===== config.mk =====
export PLATFORM = sky130hd
export DESIGN_NAME = csr_timer_bank
export DESIGN_NICKNAME = d
export VERILOG_FILES = /design/src/rtl/csr_timer_bank.sv
export SDC_FILE = /design/constraint.sdc
export NUM_CORES = 1
export LEC_CHECK = 0
export CORE_UTILIZATION = 50
export DETAILED_ROUTE_END_ITERATION = 10
export PLACE_DENSITY = 0.79
export SYNTH_ARGS = -nofsm -noshare
export SYNTH_HDL_FRONTEND = slang
export SYNTH_SLANG_ARGS = --single-unit

===== constraint.sdc =====
create_clock -name clk -period 8.97 [get_ports clk]
set_input_delay 1.794 -clock clk [delete_from_list [all_inputs] [get_ports clk]]
set_output_delay 1.794 -clock clk [all_outputs]
set_load 0.005 [all_outputs]

===== src/rtl/csr_timer_bank.sv =====
// csr_timer_bank: NUM_TIMERS independent down-counting CSR timers with
// one-shot/periodic modes, indexed config/clear/readback, debug halt,
// per-channel irq masking, and a free-running 64-bit stable counter.
module csr_timer_bank #(
   parameter int NUM_TIMERS = 4,
   parameter int CNT_W      = 32,
   parameter int IDX_W      = 2
) (
   input  logic                  clk,
   input  logic                  reset,
   input  logic                  cfg_we,
   input  logic [IDX_W-1:0]      cfg_idx,
   input  logic [CNT_W-1:0]      cfg_wdata,
   input  logic                  clr_we,
   input  logic [IDX_W-1:0]      clr_idx,
   input  logic                  clr_wdata,
   input  logic                  halt,
   input  logic [IDX_W-1:0]      rd_idx,
   output logic [CNT_W-1:0]      rd_tcfg,
   output logic [CNT_W-1:0]      rd_tval,
   input  logic [NUM_TIMERS-1:0] irq_mask,
   output logic [NUM_TIMERS-1:0] irq_pending,
   output logic                  irq,
   output logic [63:0]           stable_cnt
);

   localparam logic [CNT_W-1:0] CNT_ONES = '1;
   localparam logic [CNT_W-1:0] CNT_ONE  = CNT_W'(1);

   logic [CNT_W-1:0]      tcfg_q [NUM_TIMERS];
   logic [CNT_W-1:0]      tcfg_d [NUM_TIMERS];
   logic [CNT_W-1:0]      cnt_q  [NUM_TIMERS];
   logic [CNT_W-1:0]      cnt_d  [NUM_TIMERS];
   logic [NUM_TIMERS-1:0] pending_q;
   logic [NUM_TIMERS-1:0] pending_d;
   logic [63:0]           stable_q;
   logic [63:0]           stable_d;

   // Indices at or beyond NUM_TIMERS never match any channel, so such
   // writes are dropped and such reads return zero.
   function automatic logic idx_hit(input logic [IDX_W-1:0] idx, input int ch);
      return (int'(idx) == ch);
   endfunction

   // Reload value: InitVal occupies the upper bits, scaled by 4.
   function automatic logic [CNT_W-1:0] init_cnt(input logic [CNT_W-1:0] cfg);
      return {cfg[CNT_W-1:2], 2'b00};
   endfunction

   // Per-channel next state: cfg write beats halt, halt beats counting.
   always_comb begin
      for (int i = 0; i < NUM_TIMERS; i++) begin
         tcfg_d[i] = tcfg_q[i];
         cnt_d[i]  = cnt_q[i];
         if (cfg_we && idx_hit(cfg_idx, i)) begin
            tcfg_d[i] = cfg_wdata;
            if (cfg_wdata[0]) begin
               cnt_d[i] = init_cnt(cfg_wdata);
            end
         end else if (!halt && tcfg_q[i][0] && (cnt_q[i] != CNT_ONES)) begin
            if ((cnt_q[i] == '0) && tcfg_q[i][1]) begin
               cnt_d[i] = init_cnt(tcfg_q[i]);
            end else begin
               // One-shot wraps 0 -> all-ones and parks there.
               cnt_d[i] = cnt_q[i] - CNT_ONE;
            end
         end
      end
   end

   // Pending flags: the set term sees registered state only, so halt does
   // not suppress it, and set wins over a same-cycle clear.
   always_comb begin
      pending_d = pending_q;
      for (int i = 0; i < NUM_TIMERS; i++) begin
         if (tcfg_q[i][0] && (cnt_q[i] == '0)) begin
            pending_d[i] = 1'b1;
         end else if (clr_we && clr_wdata && idx_hit(clr_idx, i)) begin
            pending_d[i] = 1'b0;
         end
      end
   end

   // Free-running counter, unaffected by halt.
   always_comb begin
      stable_d = stable_q + 64'd1;
   end

   // State registers with synchronous reset.
   always_ff @(posedge clk) begin
      if (reset) begin
         for (int i = 0; i < NUM_TIMERS; i++) begin
            tcfg_q[i] <= '0;
            cnt_q[i]  <= CNT_ONES;
         end
         pending_q <= '0;
         stable_q  <= '0;
      end else begin
         tcfg_q    <= tcfg_d;
         cnt_q     <= cnt_d;
         pending_q <= pending_d;
         stable_q  <= stable_d;
      end
   end

   // Combinational readback of the selected channel.
   always_comb begin
      rd_tcfg = '0;
      rd_tval = '0;
      for (int i = 0; i < NUM_TIMERS; i++) begin
         if (idx_hit(rd_idx, i)) begin
            rd_tcfg = tcfg_q[i];
            rd_tval = cnt_q[i];
         end
      end
   end

   assign irq_pending = pending_q;
   assign irq         = |(pending_q & irq_mask);
   assign stable_cnt  = stable_q;

endmodule


==> summary.md, run 1 <==
| Metric | Value |
|---|---|
| Pins Over Slew Limit | 0 |
| Most frequent cell after synthesis | dfxtp_1 |
| CTS tree | built |
| Combinational Power Share | 0.083 |
| Synth area leaders | dfxtp_1, mux4_2, nand2_1 |
| Number of gates resized after cts | 0 |
| Syn Nets | 2267 |
| Sum of negative setup slack | 0 ns |
| Sw Share | 0.251 |
| R2R cell count | 8 |
| Final Critical Period | 5.85 ns |
| DRC | 0 |
| RSZ-0062 raised after global routing | false |
| Worst hold path class | reg2reg |
| DR WL/cell | 25.7 um |
| Clock share of power | 0.471 |
| Synth unique cells | 72 |
| Initial antenna violation count | 4 |
| CP Capture Type | primary output |
| WL final | 70900 um |
| Period utilisation layout | 0.652 |
| Reg clk slew, reported paths | 0.06 ns |
| First-pass GRT wire length | 106000 um |
| Gpl congestion | 1.03 |
| Max Cap Viol | 0 |
| Leak | 0.00706 uW |
| Async S/R FF share, synth | 0 |
| Core footprint | 0.0349 mm^2 |
| Fraction of the yosys area taken by sequential cells | 0.363 |
| Top cells by count, synth | dfxtp_1, nand2_1, nor2_1 |
| Yosys top cell area share | 0.363 |
| Root buffer cell | clkbuf_16 |
| Post-CTS setup buffer count | 0 |
| Clk_lat worst skew | 0.53 ns |
| IO Pins | 181 |
| Sw power | 860 uW |
| Yosys warns | 0 |
| DP HPWL | 52000 um |
| Hold-fix buffers, CTS | 0 |
| Row Count | 68 |
| CP Class | in2out |
| Data arrival time of the critical path | 4.06 ns |
| Hold slack final | 0.481 ns |
| DRT antenna net count | 0 |
| TritonCTS Buffers | 38 |
| Cell Pwr Density | 163 mW/mm^2 |
| Status | finished, final reports clean |
| Required time worst endpoint | 7.18 ns |
| Yosys top cell by area | dfxtp_1 |
| Via density | 6.85 |
| Commonest register cell after synthesis | dfxtp_1 |
| Cells after Synth | 2210 |
| DR pass1 iterations | 8 |
| Crit-path max FO | 44 |
| Crit start category | primary input |
| Ratio of cells with drive above 1 in the final layout | 0.0827 |
| CTS HTree Levels | 2 |
| Post-Syn Area | 0.0179 mm^2 |
| Sequential Power Share | 0.446 |
| Via Count | 18.9k |
| IO Port Bufs | 180 |
| Syn_area_per_cell | 8.10 um^2 |
| Tot GR Track Use | 0.380 |
| Clock sinks | 324 |
| Max Freq | 171 MHz |
| Die Footprint | 0.0365 mm^2 |
| Clk_skew | 0.0174 ns |
| Final Hold Vio Count | 0 |
| P_int | 2570 uW |
| Layout area overhead | 17.6% |
| EDFF count, synth | 0 |
| Largest net degree at the start of global routing | 152 |
| Worst-case clock buffer depth | 3 |
| Initial drt markers | 2437 |
| Hold depth | 2 |
| Fillers | 3078 |
| Layout Nets | 2324 |
| Overflow after GRT | 0 |
| Die Width | 191 um |
| Final setup violation count | 0 |
| Maximum VDD drop | 147 uV |
| Slew headroom | 0.156 |
| Worst slew pin tran | 1.25 ns |
| Die Height | 191 um |
| Vias in the first global route | 16.8k |
| Register bit count reported by yosys | 324 |
| Initial Util | 0.513 |
registers in the layout (all words and copies together) (netlist names):
name and cells:
cnt_q 128, stable_cnt 64, tcfg_q 128, irq_pending 4
worst paths after layout:
path,from,slack (ns),end
worst max-delay path,rd_idx[0],3.12,rd_tcfg[20]
worst min-delay path,tcfg_q[8],0.48,tcfg_q[8]
worst max register to register,cnt_q[32],5.11,cnt_q[36]
worst min register to register,tcfg_q[8],0.48,tcfg_q[8]
stage by stage:
stage          std cells  total power [uW]  utilization  setup WS (ns)  instance area, um^2
6_report            2755              3430        0.603           3.12                21000
5_1_grt             2752              3510        0.603           2.94                21000
4_1_cts             2752              3420        0.603           3.07                21000
3_5_place_dp        2682              1830        0.566           3.07                19700
3_3_place_gp        2682              1830        0.566           3.10                19700
2_1_floorplan       2210              1700            -           3.89                17900
per-layer routing:
layer,global-route usage,share of wire
met2,0.559,0.43
met3,0.0995,0.13
met5,0,0.00051
met4,0.140,0.038
met1,0.531,0.39
logic make-up after synthesis:
| group | Yosys count | share of synthesized area |
|---|---|---|
| simple gates | 932 | 0.250 |
| compound gates | 566 | 0.205 |
| flops | 324 | 0.363 |
| buf+inv | 219 | 0.0482 |
| xor+xnor | 81 | 0.0397 |
| mux | 79 | 0.0892 |
| fa+ha+maj | 9 | 0.00629 |
layout make-up:
type | instances | area, um^2 | share of cell area
antenna | 3 | 7.51 | 0.000357
clock buffer | 59 | 1170 | 0.0558
clock inverter | 11 | 133 | 0.00630
inverter | 33 | 124 | 0.00589
multi-input combinational | 1667 | 10600 | 0.503
sequential | 324 | 6490 | 0.308
tap | 455 | 569 | 0.0270
timing repair buffer | 203 | 1970 | 0.0937
critical path: stages:
cell and delay [ns]:
buf_4 0.33, buf_4 0.73, mux4_2 0.59, clkdlybuf4s50_1 0.55
placed cells by master (no fill, tap or decap), types with 8 or more instances in the layout:
cell type	instances
a32oi_1	16
mux4_2	64
xor2_1	32
dfxtp_1	324
clkbuf_8	8
or4_1	21
nor3_1	90
o32a_1	16
o21ai_0	100
o31ai_1	17
ha_1	9
mux2i_1	12
a211o_1	25
buf_4	24
a21oi_1	193
xnor2_1	49
nand4_1	52
a41oi_1	11
o211ai_1	52
a31oi_1	24
nor4_1	63
a21o_1	13
and2_1	10
or3_1	33
nor2_1	194
clkbuf_16	41
or2_2	14
a211oi_1	28
clkdlybuf4s50_1	177
and3_1	14
clkbuf_1	10
inv_1	32
nand2_1	320
nand3_1	69
power groups by stage:
stage | sequential, uW | combinational (uW) | clock [uW]
2_1_floorplan | 1520 | 176 | 0
3_3_place_gp | 1560 | 273 | 0
3_5_place_dp | 1560 | 277 | 0
4_1_cts | 1530 | 278 | 1620
5_1_grt | 1530 | 302 | 1680
6_report | 1530 | 285 | 1610
No activity file was read; power rests on OpenSTA's default activity.
==> inputs of run 2 (changes only) <==
--- a/config.mk
+++ b/config.mk
@@ -7,7 +7,7 @@
 export LEC_CHECK = 0
 export CORE_UTILIZATION = 50
 export DETAILED_ROUTE_END_ITERATION = 10
-export PLACE_DENSITY = 0.79
+export PLACE_DENSITY = 0.82
 export SYNTH_ARGS = -nofsm -noshare
 export SYNTH_HDL_FRONTEND = slang
 export SYNTH_SLANG_ARGS = --single-unit
==> constraint.sdc (replaced) <==
create_clock -name clk -period 4.8 [get_ports clk]
set_input_delay 0.96 -clock clk [delete_from_list [all_inputs] [get_ports clk]]
set_output_delay 0.96 -clock clk [all_outputs]
set_load 0.005 [all_outputs]
==> run 2 against run 1 <==
Die area is the same. Utilization grew 0.090 points. Wire length grew 6.0%. Clock skew grew 0.0028 ns. Design area grew 0.15%. Worst hold slack lost 0.018 ns. Worst setup slack lost 2.0 ns. Non-clock buffer count grew 14. Sequential power grew 87%. First-iteration DRC count grew 6.8%. Largest cell class unchanged.
==> summary.md, run 2 (synthesis results as in run 1) <==
| Metric | Value |
|---|---|
| Status | finished, final reports clean |
| Pwr Total | 6290 uW |
| Commonest cells after routing, fill and taps aside | dfxtp_1, nand2_1, nor2_1, a21oi_1, clkdlybuf4s50_1 |
| Hold-fix buffers, CTS | 0 |
| Crit-path max FO | 20 |
| CTS tree | built |
| Max Freq | 268 MHz |
| Via Count | 19.3k |
| Clk_skew | 0.0202 ns |
| Root buffer cell | clkbuf_16 |
| DRC | 0 |
| GRT met1 Usage | 0.568 |
| Worst reg2reg startpoint | cnt_q[96] |
| IO Port Bufs | 180 |
| CP startpoint | rd_idx[0] |
| Final Critical Period | 3.73 ns |
| TritonCTS Buffers | 37 |
| Commonest non-fill, non-tap cell in the layout | dfxtp_1 |
| Largest net degree at the start of global routing | 83 |
| Data arrival time of the critical path | 2.77 ns |
| Core footprint | 0.0349 mm^2 |
| Vias in the first global route | 17.2k |
| Period utilisation layout | 0.777 |
| DP HPWL | 55700 um |
| Row Count | 68 |
| WL final | 75200 um |
| IO Pins | 181 |
| Required time worst endpoint | 3.84 ns |
| Cell Pwr Density | 298 mW/mm^2 |
| DR WL/cell | 27.2 um |
| Crit start category | primary input |
| CP Capture Type | primary output |
| Clock sinks | 324 |
| Gpl congestion | 1.01 |
| Most Frequent Cell on Critical Path | buf_4 |
| Critical-path top delay cell | mux4_2 |
| Slew headroom | 0.302 |
| Maximum VDD drop | 334 uV |
| Worst hold path class | reg2reg |
| CP cell instances | buf_4 > buf_4 > mux4_2 > clkdlybuf4s50_1 |
| Initial drt markers | 2603 |
| Grt peak-use layer | met2 |
| Initial antenna violation count | 9 |
| Via density | 6.97 |
| Final core occ | 0.604 |
| Number of gates resized after cts | 0 |
| Worst-case clock buffer depth | 3 |
| First-pass GRT wire length | 110000 um |
| Met3 global-route usage | 0.113 |
| Crit path buffers/inverters | 3 |
| Delay-heaviest family, CP | buffers and inverters |
| Max incr delay on CP | 0.57 ns |
| Final setup violation count | 0 |
| Leak | 0.00710 uW |
| Clk_lat worst skew | 0.53 ns |
| Post-CTS setup buffer count | 0 |
| Worst slew pin tran | 1.04 ns |
| DR pass1 iterations | 6 |
| R2r setup slk | 1.17 ns |
| Die Width | 191 um |
| RSZ-0062 raised after global routing | false |
| RR Endpoint | cnt_q[102] |
| R2R cell count | 8 |
| Layout Nets | 2337 |
| Overflow after GRT | 0 |
| Die Footprint | 0.0365 mm^2 |
| CP Capture Point | rd_tval[22] |
| Initial Util | 0.513 |
| Fillers | 3084 |
| Reg clk slew, reported paths | 0.06 ns |
| CTS HTree Levels | 2 |
| Layout area overhead | 17.8% |
| Die Height | 191 um |
| Pins Over Slew Limit | 0 |
| Grt met2 use | 0.576 |
| Ratio of cells with drive above 1 in the final layout | 0.0881 |
| Crit. path cell count | 4 |
| DRT antenna net count | 0 |
| CP Class | in2out |
| Final Hold Vio Count | 0 |
| Sum of negative setup slack | 0 ns |
| Tot GR Track Use | 0.403 |
| Max Cap Viol | 0 |
[run 2: cell count changes in the layout (fill, tap and decap cells not counted), sizes merged]
| cell | delta |
|---|---|
| clkinv | +3 |
| diode | +4 |
| clkinvlp | -1 |
| inv | +1 |
| clkbuf | -9 |
| buf | +14 |
[run 2: layer usage]
layer  part of all wire  vias to the layer above  wire length (um)
li1                   -                     8344                 -
met1               0.39                     9264             29500
met2               0.43                     1427             32000
met3               0.14                      248             10400
met4              0.043                        4              3220
met5            0.00036                        -                27
[run 2: worst reg2reg max path: cells and delay by family (launching register included)]
kind | cells | cell delay (ns)
flops | 1 | 0.45
fa+ha+maj | 1 | 0.22
buf+inv | 1 | 0.16
simple gates | 3 | 1.94
compound gates | 3 | 0.75
[run 2: cell type report]
class	instances	area (um^2)	share of cell area
timing repair buffer	217	2090	0.0991
antenna	7	17.5	0.000831
inverter	33	124	0.00588
tap	455	569	0.0270
clock buffer	50	1050	0.0500
sequential	324	6490	0.308
multi-input combinational	1667	10600	0.502
clock inverter	14	155	0.00736
[run 2: worst min path at each step]
stage                                to  slack [ns]     startpoint  depth (start not counted)
final                     stable_cnt[0]        0.46  stable_cnt[0]                          1
after global routing         tcfg_q[85]        0.50     tcfg_q[85]                          2
after CTS                 stable_cnt[0]        0.47  stable_cnt[0]                          1
after detailed placement  stable_cnt[0]        0.46  stable_cnt[0]                          1
after global placement    stable_cnt[0]        0.44  stable_cnt[0]                          1
after floorplan              tcfg_q[73]        0.44     tcfg_q[73]                          2
[run 2: power by group]
part           total [uW]  internal (uW)  switching, uW
Sequential           2860           2750            117
Clock                2870           1700           1170
Combinational         548            216            332
[run 2: stage by stage]
step,setup WS [ns],cells,cell area [um^2],hold slack [ns]
6_report,1.07,2767,21100,0.463
5_1_grt,0.972,2760,21100,0.497
4_1_cts,1.05,2760,21100,0.466
3_5_place_dp,1.03,2696,19900,0.457
3_3_place_gp,1.09,2696,19900,0.442
2_1_floorplan,1.39,2210,17900,0.441
